File: src/rtl/sequenciador_partida.sv
// sequenciador_partida: game-flow controller for the move/score datapath.
// Moore FSM; every control output is a register loaded from the next-state
// decode, so outputs always reflect the state register's current value.
module sequenciador_partida #(
    parameter int N_RODADAS = 10,
    parameter int MAX_ERROS = 3
) (
    input  logic       clock,
    input  logic       reset,
    input  logic       iniciar,
    input  logic       terminar,
    input  logic       temJogada,
    input  logic       acertou,
    input  logic       fimT,
    output logic       zeraT,
    output logic       zeraR,
    output logic       zeraP,
    output logic       contaT,
    output logic       contaP,
    output logic       decresceT,
    output logic       registraR,
    output logic       geraNova,
    output logic       fimJogo,
    output logic       ganhou,
    output logic [3:0] db_estado,
    output logic [3:0] db_rodada,
    output logic [1:0] db_erros
);

    typedef enum logic [3:0] {
        INICIAL  = 4'd0,
        PREPARA  = 4'd1,
        GERA     = 4'd2,
        ESPERA   = 4'd3,
        REGISTRA = 4'd4,
        COMPARA  = 4'd5,
        ACERTO   = 4'd6,
        ERRO     = 4'd7,
        PROXIMA  = 4'd8,
        FIM      = 4'd9
    } estado_t;

    localparam logic [3:0] RODADAS_FIM = 4'(N_RODADAS);
    localparam logic [1:0] ERROS_FIM   = 2'(MAX_ERROS);

    estado_t    estado;
    estado_t    proximo;
    logic [3:0] rodada;
    logic [1:0] erros;
    logic       fim_rodadas;
    logic       fim_erros;

    assign fim_rodadas = (rodada == RODADAS_FIM);
    assign fim_erros   = (erros == ERROS_FIM);

    // Next-state selection from the current state and sampled inputs
    always_comb begin
        proximo = estado;
        case (estado)
            INICIAL:  if (iniciar) proximo = PREPARA;
            PREPARA:  proximo = GERA;
            GERA:     proximo = ESPERA;
            ESPERA: begin
                if (terminar)       proximo = FIM;
                else if (fimT)      proximo = ERRO;
                else if (temJogada) proximo = REGISTRA;
            end
            REGISTRA: proximo = COMPARA;
            COMPARA:  proximo = acertou ? ACERTO : ERRO;
            ACERTO:   proximo = PROXIMA;
            ERRO:     proximo = PROXIMA;
            PROXIMA: begin
                if (fim_erros)        proximo = FIM;
                else if (fim_rodadas) proximo = FIM;
                else                  proximo = GERA;
            end
            FIM:      if (iniciar) proximo = PREPARA;
            default:  proximo = INICIAL;
        endcase
    end

    // State, counters, result flag and registered output decode
    // Counter and output updates are keyed on the state being entered, so
    // they become visible in the same cycle as the state that causes them.
    always_ff @(posedge clock or negedge reset) begin
        if (!reset) begin
            estado    <= INICIAL;
            rodada    <= '0;
            erros     <= '0;
            ganhou    <= 1'b0;
            zeraT     <= 1'b0;
            zeraR     <= 1'b0;
            zeraP     <= 1'b0;
            contaT    <= 1'b0;
            contaP    <= 1'b0;
            decresceT <= 1'b0;
            registraR <= 1'b0;
            geraNova  <= 1'b0;
            fimJogo   <= 1'b0;
        end else begin
            estado    <= proximo;
            zeraT     <= (proximo == PREPARA);
            zeraR     <= (proximo == PREPARA) || (proximo == PROXIMA);
            zeraP     <= (proximo == PREPARA);
            contaT    <= (proximo == ESPERA);
            contaP    <= (proximo == ACERTO);
            decresceT <= (proximo == ERRO);
            registraR <= (proximo == REGISTRA);
            geraNova  <= (proximo == GERA);
            fimJogo   <= (proximo == FIM);

            case (proximo)
                PREPARA: begin
                    rodada <= '0;
                    erros  <= '0;
                    ganhou <= 1'b0;
                end
                ACERTO: begin
                    if (rodada < RODADAS_FIM) rodada <= rodada + 4'd1;
                end
                ERRO: begin
                    if (rodada < RODADAS_FIM) rodada <= rodada + 4'd1;
                    if (erros < ERROS_FIM)    erros  <= erros + 2'd1;
                end
                FIM: begin
                    // Only the transition into FIM writes the result; holding leaves it.
                    if (estado == PROXIMA)
                        ganhou <= fim_rodadas && !fim_erros;
                    else if (estado == ESPERA)
                        ganhou <= 1'b0;
                end
                default: ;
            endcase
        end
    end

    assign db_estado = estado;
    assign db_rodada = rodada;
    assign db_erros  = erros;

endmodule
File: config.mk
export PLATFORM = sky130hd
export DESIGN_NAME = sequenciador_partida
export DESIGN_NICKNAME = d
export VERILOG_FILES = /design/src/rtl/sequenciador_partida.sv
export SDC_FILE = /design/constraint.sdc
export NUM_CORES = 1
export LEC_CHECK = 0
export CAP_MARGIN = 15
export CORE_UTILIZATION = 40
export CTS_BUF_LIST = sky130_fd_sc_hd__clkbuf_16
export CTS_CLUSTER_SIZE = 24
export DETAILED_ROUTE_END_ITERATION = 6
export GPL_TIMING_DRIVEN = 0
export HOLD_SLACK_MARGIN = 0.12
export PLACE_DENSITY = 0.69
export SKIP_LAST_GASP = 1
export SYNTH_ARGS = -nofsm -noshare
export SYNTH_HDL_FRONTEND = slang
export SYNTH_SLANG_ARGS = --single-unit
export TNS_END_PERCENT = 10
File: constraint.sdc
create_clock -name clock -period 2.7 [get_ports clock]
set_input_delay 0.675 -clock clock [delete_from_list [all_inputs] [get_ports clock]]
set_output_delay 0.675 -clock clock [all_outputs]
set_load 0.05 [all_outputs]
# ---- Word level (Yosys, flattened, before mapping)
# Index checks and enable logic that the tools add are counted.
dict set report word_totals {
  ff_bits 19
}
dict set report op_classes {
  addsub 2
  order_cmp 2
  n_eq_ne 22
  mux 15
  reduce_logical 13
}
# cell count
set ops {}
lappend ops {{$pmux W4 S8} 1}
lappend ops {{$eq A4 B3 Y1 const B} 7}
lappend ops {{$mux W4} 7}
lappend ops {{$eq A4 B4 Y1 const B} 5}
lappend ops {{$eq A4 B2 Y1 const B} 4}
lappend ops {{$eq A4 B1 Y1 const B} 2}
lappend ops {{$pmux W4 S2} 1}
lappend ops {{$reduce_and A2 Y1} 3}
lappend ops {{$reduce_bool A2 Y1} 3}
lappend ops {{$reduce_or A2 Y1} 3}
lappend ops {{$add A4 B1 Y4 const B} 1}
lappend ops {{$logic_not A4 Y1} 1}
lappend ops {{$lt A4 B4 Y1 const B} 1}
lappend ops {{$ne A2 B1 Y1 const B} 2}
lappend ops {{$pmux W2 S2} 1}
lappend ops {{$mux W1} 3}
lappend ops {{$ne A3 B1 Y1 const B} 1}
lappend ops {{$add A2 B1 Y2 const B} 1}
lappend ops {{$eq A2 B2 Y1 const B} 1}
lappend ops {{$lt A2 B2 Y1 const B} 1}
lappend ops {{$mux W2} 1}
lappend ops {{$pmux W1 S2} 1}
lappend ops {{$logic_and A1 B1 Y1} 1}
lappend ops {{$logic_not A1 Y1} 1}
lappend ops {{$logic_or A1 B1 Y1} 1}

# ---- Depth between registers and ports, before layout
# Gate-level depths: netlist of the first run.
dict set report depth {
  ltp_word 8
  depth_mapped 9
  ltp_nobuf 9
}

# ---- Worst setup path after synthesis of the first run
# No wires, ideal clock.
dict set report synth_path {
  path_type {register -> register}
  start {register rodada[0] (netlist: db_rodada[0])}
  end {register ganhou}
  setup_time_ps 122
  t_arrival_ps 2437
  required_time_ps 2578
  path_slack_ps 141
  stages_incl_launch_ff 9
  n_path_buf 0
  path_cell_list {dfrtp_1 > inv_1 > ha_1 > and3b_1 > o21ai_2 > o311a_1 > inv_2 > or4_1 > a32o_1}
}
dict set report synth_via {
  elab_chain_len 7
  word_cells_on_any_way 12
  cone_classes {eq/ne: 4; mux: 5; reduce/logical: 3}
}
# item line_no
set synth_lines {}
lappend synth_lines {{start: declaration} 48} ;# logic [3:0] rodada;
lappend synth_lines {{start signal: assignment} 119} ;# if (rodada < RODADAS_FIM) rodada <= rodada + 4'd1;
lappend synth_lines {{start signal: assignment} 122} ;# if (rodada < RODADAS_FIM) rodada <= rodada + 4'd1;
lappend synth_lines {{$eq A4 B4 Y1 *} 53} ;# assign fim_rodadas = (rodada == RODADAS_FIM);
lappend synth_lines {{$mux W4 *} 74} ;# else if (fim_rodadas) proximo = FIM;
lappend synth_lines {{$mux W4 *} 73} ;# if (fim_erros) proximo = FIM;
lappend synth_lines {{$pmux W4 S8 *} 59} ;# case (estado)
lappend synth_lines {{named net proximo[3]} 47} ;# estado_t proximo;
lappend synth_lines {{$eq A4 B4 Y1 or $eq A4 B1 Y1 (tied branches)} 112} ;# case (proximo)
lappend synth_lines {{$ne A3 B1 Y1 (no source line) or $reduce_bool A2 Y1 (tied branches)} -}
lappend synth_lines {{$reduce_and A2 Y1 (no source line)} -}
lappend synth_lines {{end signal: assignment} 128} ;# ganhou <= fim_rodadas && !fim_erros;
lappend synth_lines {{end: declaration} 24} ;# output logic ganhou,
# The timed path passes the listed nets; every way through them passes the cells marked *.
# A chain may end at the register's enable or synchronous reset.

# ---- Final worst setup path of the first run
dict set report layout_path {
  start {input port fimT}
  end {register ganhou}
}
dict set report layout_via {
  elab_chain_len 6
  word_cells_on_any_way 9
  cone_classes {eq/ne: 3; mux: 4; reduce/logical: 2}
}
# item line_no
set layout_lines {}
lappend layout_lines {{start: declaration} 14} ;# input logic fimT,
lappend layout_lines {{$mux W4 *} 65} ;# else if (fimT) proximo = ERRO;
lappend layout_lines {{$mux W4 *} 64} ;# if (terminar) proximo = FIM;
lappend layout_lines {{$pmux W4 S8 *} 59}
lappend layout_lines {{named net proximo[2]} 47}
lappend layout_lines {{$eq A4 B4 Y1 or $eq A4 B1 Y1 (tied branches)} 112}
lappend layout_lines {{$ne A3 B1 Y1 (no source line) or $reduce_bool A2 Y1 (tied branches)} -}
lappend layout_lines {{$reduce_and A2 Y1 (no source line)} -}
# Marked as above.

==> impl_metrics.ini, run 1 <==
[run_status]
status = finished, final reports clean

[synthesis]
synth_cell_type_count = 36
synth_area_leaders = dfrtp_1, ha_1, a21oi_1, nor2_1, or3b_1
ys_seq_area_share_pct = 49.0
syn-instance-count = 90
synth_fp_nets = 100
syn_area_per_cell_um2 = 10.8
synth_top_cell_area_share_pct = 49.0
synth_warnings = 0
synth_area_leader_cell = dfrtp_1
synth-seq-cells = 19
netlist_area_um2 = 970

[worst_setup_path]
rrSetupSlack_ns = 0.27
r2r-end = ganhou
required_ns = 2.83
cp-end-kind = flop
cp.arrival_ns = 2.71
r2r_cells = 8
path_class = primary input to flop
crit-reg2reg-launch = db_rodada[0]
start_kind = primary input
cp_max_fo = 5

[place]
postPlaceCellArea_um2 = 1260
dpl.hpwl_mm = 1.51
place.gp.congestion = 0.790
io_buffers = 26

[drt]
drcViolationCount = 0
postRouteAntennaNets = 0
wirelength_mm = 2.06
vias_per_cell = 5.51
drtIter0Drc = 14
avgRoutedWirePerCell_um = 13.9
drtPass1Iterations = 4
vias = 816

[final_layout]
area_delta_synth_final_pct = 40.8
final_common_cell = clkdlybuf4s50_1
insertedDiodeCount = 0
fin_util_pct = 60.5
nets = 131
final_cell_mix = clkdlybuf4s50_1, dfrtp_1, nor2_1, inv_1, a21oi_1
drive_gt1_share_pct = 13.3
postLayoutCellArea_um2 = 1370

[power]
ir_worst_vdd_uv = 870
power_frac_comb_pct = 58.5
clkPwrFrac_pct = 16.2
powerDensity_nw_per_um2 = 1350
switching_share_pct = 48.4
p_leak_nw = 0.596
switchingPower_uw = 891
seqPwrFrac_pct = 25.4
p_int_uw = 949

[sta]
rsz0062_at_grt = false
tightestPinTransition_ns = 0.847
final-hold-violation-count = 0
slew_violations = 0
max_freq_mhz = 387
finalSetupViolCount = 0
setup_tns_ns = 0
timing.final.crit_period_ns = 2.58
max_slew_margin_pct = 43.3
period_share_pct = 95.6
fin_skew_ns = 0.00295

[global_routing]
grt_pass1_wl_mm = 3.71
grt_pass1_vias = 841
antenna_found_initial = 0
grt_start_max_net_pins = 20
overflow = 0
grt_use_total_pct = 19.2

[clock_network]
clk_pin_slew_ns = 0.05
cts_tree = done
cts_buffers = 3
cts_sinks = 19
root_buffer = clkbuf_16
cts_hold_buf = 0
cts_htree_levels = 1
clk_latency_ns = 0.25
clk_path_buf_depth = 2

[die]
die_w_um = 51.2
num_rows = 17
ios = 27
dieArea_um2 = 2630
start_util_pct = 43.0
core_um2 = 2250
die_h_um = 51.2

[min_path]
hold_depth = 1
hold_class = flop to flop
holdPathEnd = db_erros[0]
holdCritStartpoint = db_erros[0]

[flow_run]
maxCapViolations = 0
Yosys cell counts (all sizes together):
cell,n
nor2b,2
a21oi,6
o41ai,2
and4,1
o311a,1
a311o,1
o22ai,1
o21ai,3
a32o,2
or3b,3
nand2,3
inv,7
ha,3
nor3,1
mux2i,2
a32oi,1
nor2,7
nor4b,1
nand2b,2
and3b,1
nor3b,1
dfrtp,19
o21a,2
or2,3
clkbuf,1
nand3,5
or3,2
nand4bb,1
buf,2
a41oi,1
a31o,2
or4,1
power groups by stage:
stage          clock [mW]  sequential (mW)  combinational (mW)
6_report            0.297            0.467                1.08
5_1_grt             0.316            0.481                1.17
4_1_cts             0.304            0.466                1.06
3_5_place_dp            0            0.468                1.04
3_3_place_gp            0            0.463                1.03
2_1_floorplan           0            0.741               0.456
worst max-delay path: stages:
cell and delay (ns):
clkdlybuf4s50_1 0.43, or2_2 0.33, a41oi_4 0.28, inv_1 0.14, or4_4 0.59, a32o_1 0.27
worst max-delay path by stage:
stage | startpoint | endpoint | slack, ns | depth (start not counted)
CTS | fimT | ganhou | 0.02 | 6
detailed placement | fimT | ganhou | -0.28 | 6
finish | fimT | ganhou | 0.12 | 6
global route | fimT | ganhou | 0.002 | 6
floorplan | db_rodada[0] | ganhou | 0.14 | 8
global placement | fimT | ganhou | -0.26 | 6
layout make-up:
| cell class | instances | area (um2) |
|---|---|---|
| Multi-Input combinational cell | 61 | 465 |
| Tap cell | 28 | 35.0 |
| Clock buffer | 3 | 75.1 |
| Sequential cell | 19 | 475 |
| Buffer | 3 | 22.5 |
| Fill cell | 199 | 890 |
| Clock inverter | 1 | 5.00 |
| Timing Repair Buffer | 26 | 260 |
| Inverter | 7 | 26.3 |
per-layer routing:
layer / global-route usage [%] / routed length (um) / vias up
li1: - / - / 396
met1: 26.2 / 981 / 405
met2: 30.3 / 997 / 13
met3: 2.68 / 67 / 2
met4: 8.56 / 16 / 0
met5: 0 / 0 / -
stage by stage:
stage          setup WS, ns  instances  hold slack, ns  total power, mW
2_1_floorplan         0.141         90           0.379             1.20
4_1_cts              0.0195        148           0.522             1.83
5_1_grt             0.00183        148           0.556             1.97
3_3_place_gp         -0.260        144           0.507             1.49
6_report              0.119        148           0.514             1.84
3_5_place_dp         -0.276        144           0.511             1.51
cells by family (layout without fill, tap and decap cells):
family / count (synthesis) / in the layout / share of synthesized area, %
mux: 2 / 2 / 2.06
fa+ha+maj: 3 / 3 / 3.87
simple gates: 34 / 34 / 22.5
buf+inv: 10 / 40 / 5.03
flops: 19 / 19 / 49.0
compound gates: 22 / 22 / 17.6
repair_timing:
item	4_1_cts	5_1_grt
hold endpoints to repair	0	0
pin swaps	0	0
setup endpoints to repair	1	2
resized for setup	1	2
buffers inserted	0	0
No activity file was read; power rests on OpenSTA's default activity.
==> inputs of run 2 (changes only) <==
--- a/config.mk
+++ b/config.mk
@@ -13,7 +13,9 @@
 export GPL_TIMING_DRIVEN = 0
 export HOLD_SLACK_MARGIN = 0.12
 export PLACE_DENSITY = 0.69
+export SETUP_SLACK_MARGIN = 0.02
 export SKIP_LAST_GASP = 1
+export SLEW_MARGIN = 10
 export SYNTH_ARGS = -nofsm -noshare
 export SYNTH_HDL_FRONTEND = slang
 export SYNTH_SLANG_ARGS = --single-unit
==> run 2 against run 1 <==
  * Die area stayed put
  * Count of clock-buffer cells in the layout unchanged
  * Global-route usage stayed put
  * Critical path type unchanged
  * Register-to-register slack about the same
  * Sequential share of layout area stayed put
  * Cell count is the same
  * Hold slack unchanged
  * Wire length barely moved
  * Combinational power barely moved
==> impl_metrics.ini, run 2 (same netlist as run 1, synthesis figures left out) <==
[drt]
vias_per_cell = 5.51
wl_met1_um = 980
postRouteAntennaNets = 0
top_layer_used = met4
wl_met3_um = 67
vias = 816
drtIter0Drc = 14
drcViolationCount = 0
wirelength_mm = 2.06
drtPass1Iterations = 4
avgRoutedWirePerCell_um = 13.9
met2_length_um = 997

[global_routing]
antenna_found_initial = 0
grt_start_max_net_pins = 20
grt_pass1_vias = 841
grt_pass1_wl_mm = 3.71
overflow = 0
grt_use_total_pct = 19.2

[sta]
max_freq_mhz = 393
timing.final.crit_period_ns = 2.55
final-hold-violation-count = 0
rsz0062_at_grt = false
setup_ws_ns = 0.154
tightestPinTransition_ns = 0.847
finalSetupViolCount = 0
period_share_pct = 94.3
max_slew_margin_pct = 43.3
fin_skew_ns = 0.00295
slew_violations = 0

[clock_network]
root_buffer = clkbuf_16
cts_sinks = 19
clk_latency_ns = 0.25
cts_htree_levels = 1
clk_pin_slew_ns = 0.05
cts_buffers = 3
clk_path_buf_depth = 2
post-cts-setup-buffers = 0
cts_hold_buf = 0
cts_tree = done

[worst_setup_path]
startpoint = fimT
cp.arrival_ns = 2.68
crit-reg2reg-launch = db_rodada[0]
required_ns = 2.83
cp_max_fo = 5
start_kind = primary input
path_class = primary input to flop
cp-end-kind = flop

[min_path]
hold_class = flop to flop
holdCritStartpoint = db_erros[0]

[place]
place.gp.congestion = 0.790
post-place-ws_ns = -0.276
dpl.hpwl_mm = 1.51
io_buffers = 26

[final_layout]
nets = 131
insertedDiodeCount = 0
area_delta_synth_final_pct = 40.8
final_cell_mix = clkdlybuf4s50_1, dfrtp_1, nor2_1, inv_1, a21oi_1
drive_gt1_share_pct = 13.3
final_common_cell = clkdlybuf4s50_1

[power]
ir_worst_vdd_uv = 871
powerDensity_nw_per_um2 = 1350
p_leak_nw = 0.596
total_power_mw = 1.84

[die]
dieArea_um2 = 2630
start_util_pct = 43.0
die_h_um = 51.2
core_um2 = 2250
num_rows = 17
ios = 27
die_w_um = 51.2

[flow_run]
maxCapViolations = 0

[run_status]
status = finished, final reports clean
run 2: cell counts in the layout (fill, tap and decap cells not counted):
No cell type changed its count.
run 2: metrics by stage:
step | hold slack, ns | setup TNS (ns) | util (%) | std cells | cell area (um2)
after global placement | 0.507 | -0.760 | 56.1 | 144 | 1260
final | 0.514 | 0 | 60.5 | 148 | 1370
after CTS | 0.522 | 0 | 60.3 | 148 | 1360
after global routing | 0.556 | 0 | 60.5 | 148 | 1370
after detailed placement | 0.511 | -0.914 | 56.1 | 144 | 1260
after floorplan | 0.379 | 0 | - | 90 | 970
run 2: critical path: stages:
cell             delay [ns]
clkdlybuf4s50_1        0.43
or2_2                  0.34
a41oi_4                0.24
inv_1                  0.14
or4_4                  0.59
a32o_1                 0.27
run 2: layer usage:
metal | global-route usage, % | vias to the layer above
li1 | - | 396
met1 | 26.2 | 405
met2 | 30.3 | 13
met3 | 2.68 | 2
met4 | 8.56 | 0
met5 | 0 | -
run 2: cell type report:
| type | instances | area, um2 |
|---|---|---|
| clock buffers | 3 | 75.1 |
| fillers | 199 | 890 |
| repair buffers | 26 | 260 |
| multi-input cells | 61 | 465 |
| plain buffers | 3 | 22.5 |
| inverters | 7 | 26.3 |
| flip-flops and latches | 19 | 475 |
| clock inverters | 1 | 5.00 |
| well taps | 28 | 35.0 |
run 2: power breakdown:
part	total [mW]	internal [mW]	switching, mW
Sequential	0.467	0.374	0.0933
Combinational	1.08	0.378	0.698
Clock	0.297	0.198	0.0992
run 2: path summary, 6_finish.rpt:
kind	endpoint	slack (ns)	cells past startpoint
setup / recovery	ganhou	0.15	6
hold / removal	db_erros[0]	0.51	1
setup reg to reg	ganhou	0.27	8
hold reg to reg	db_erros[0]	0.51	1
max in group asynchronous	ganhou	1.26	1
min in group asynchronous	fimJogo	0.91	1
run 2: timing repair:
item / CTS / global route
resized for setup: 2 / 1
endpoints found under the setup margin: 1 / 1
pin swaps: 0 / 1
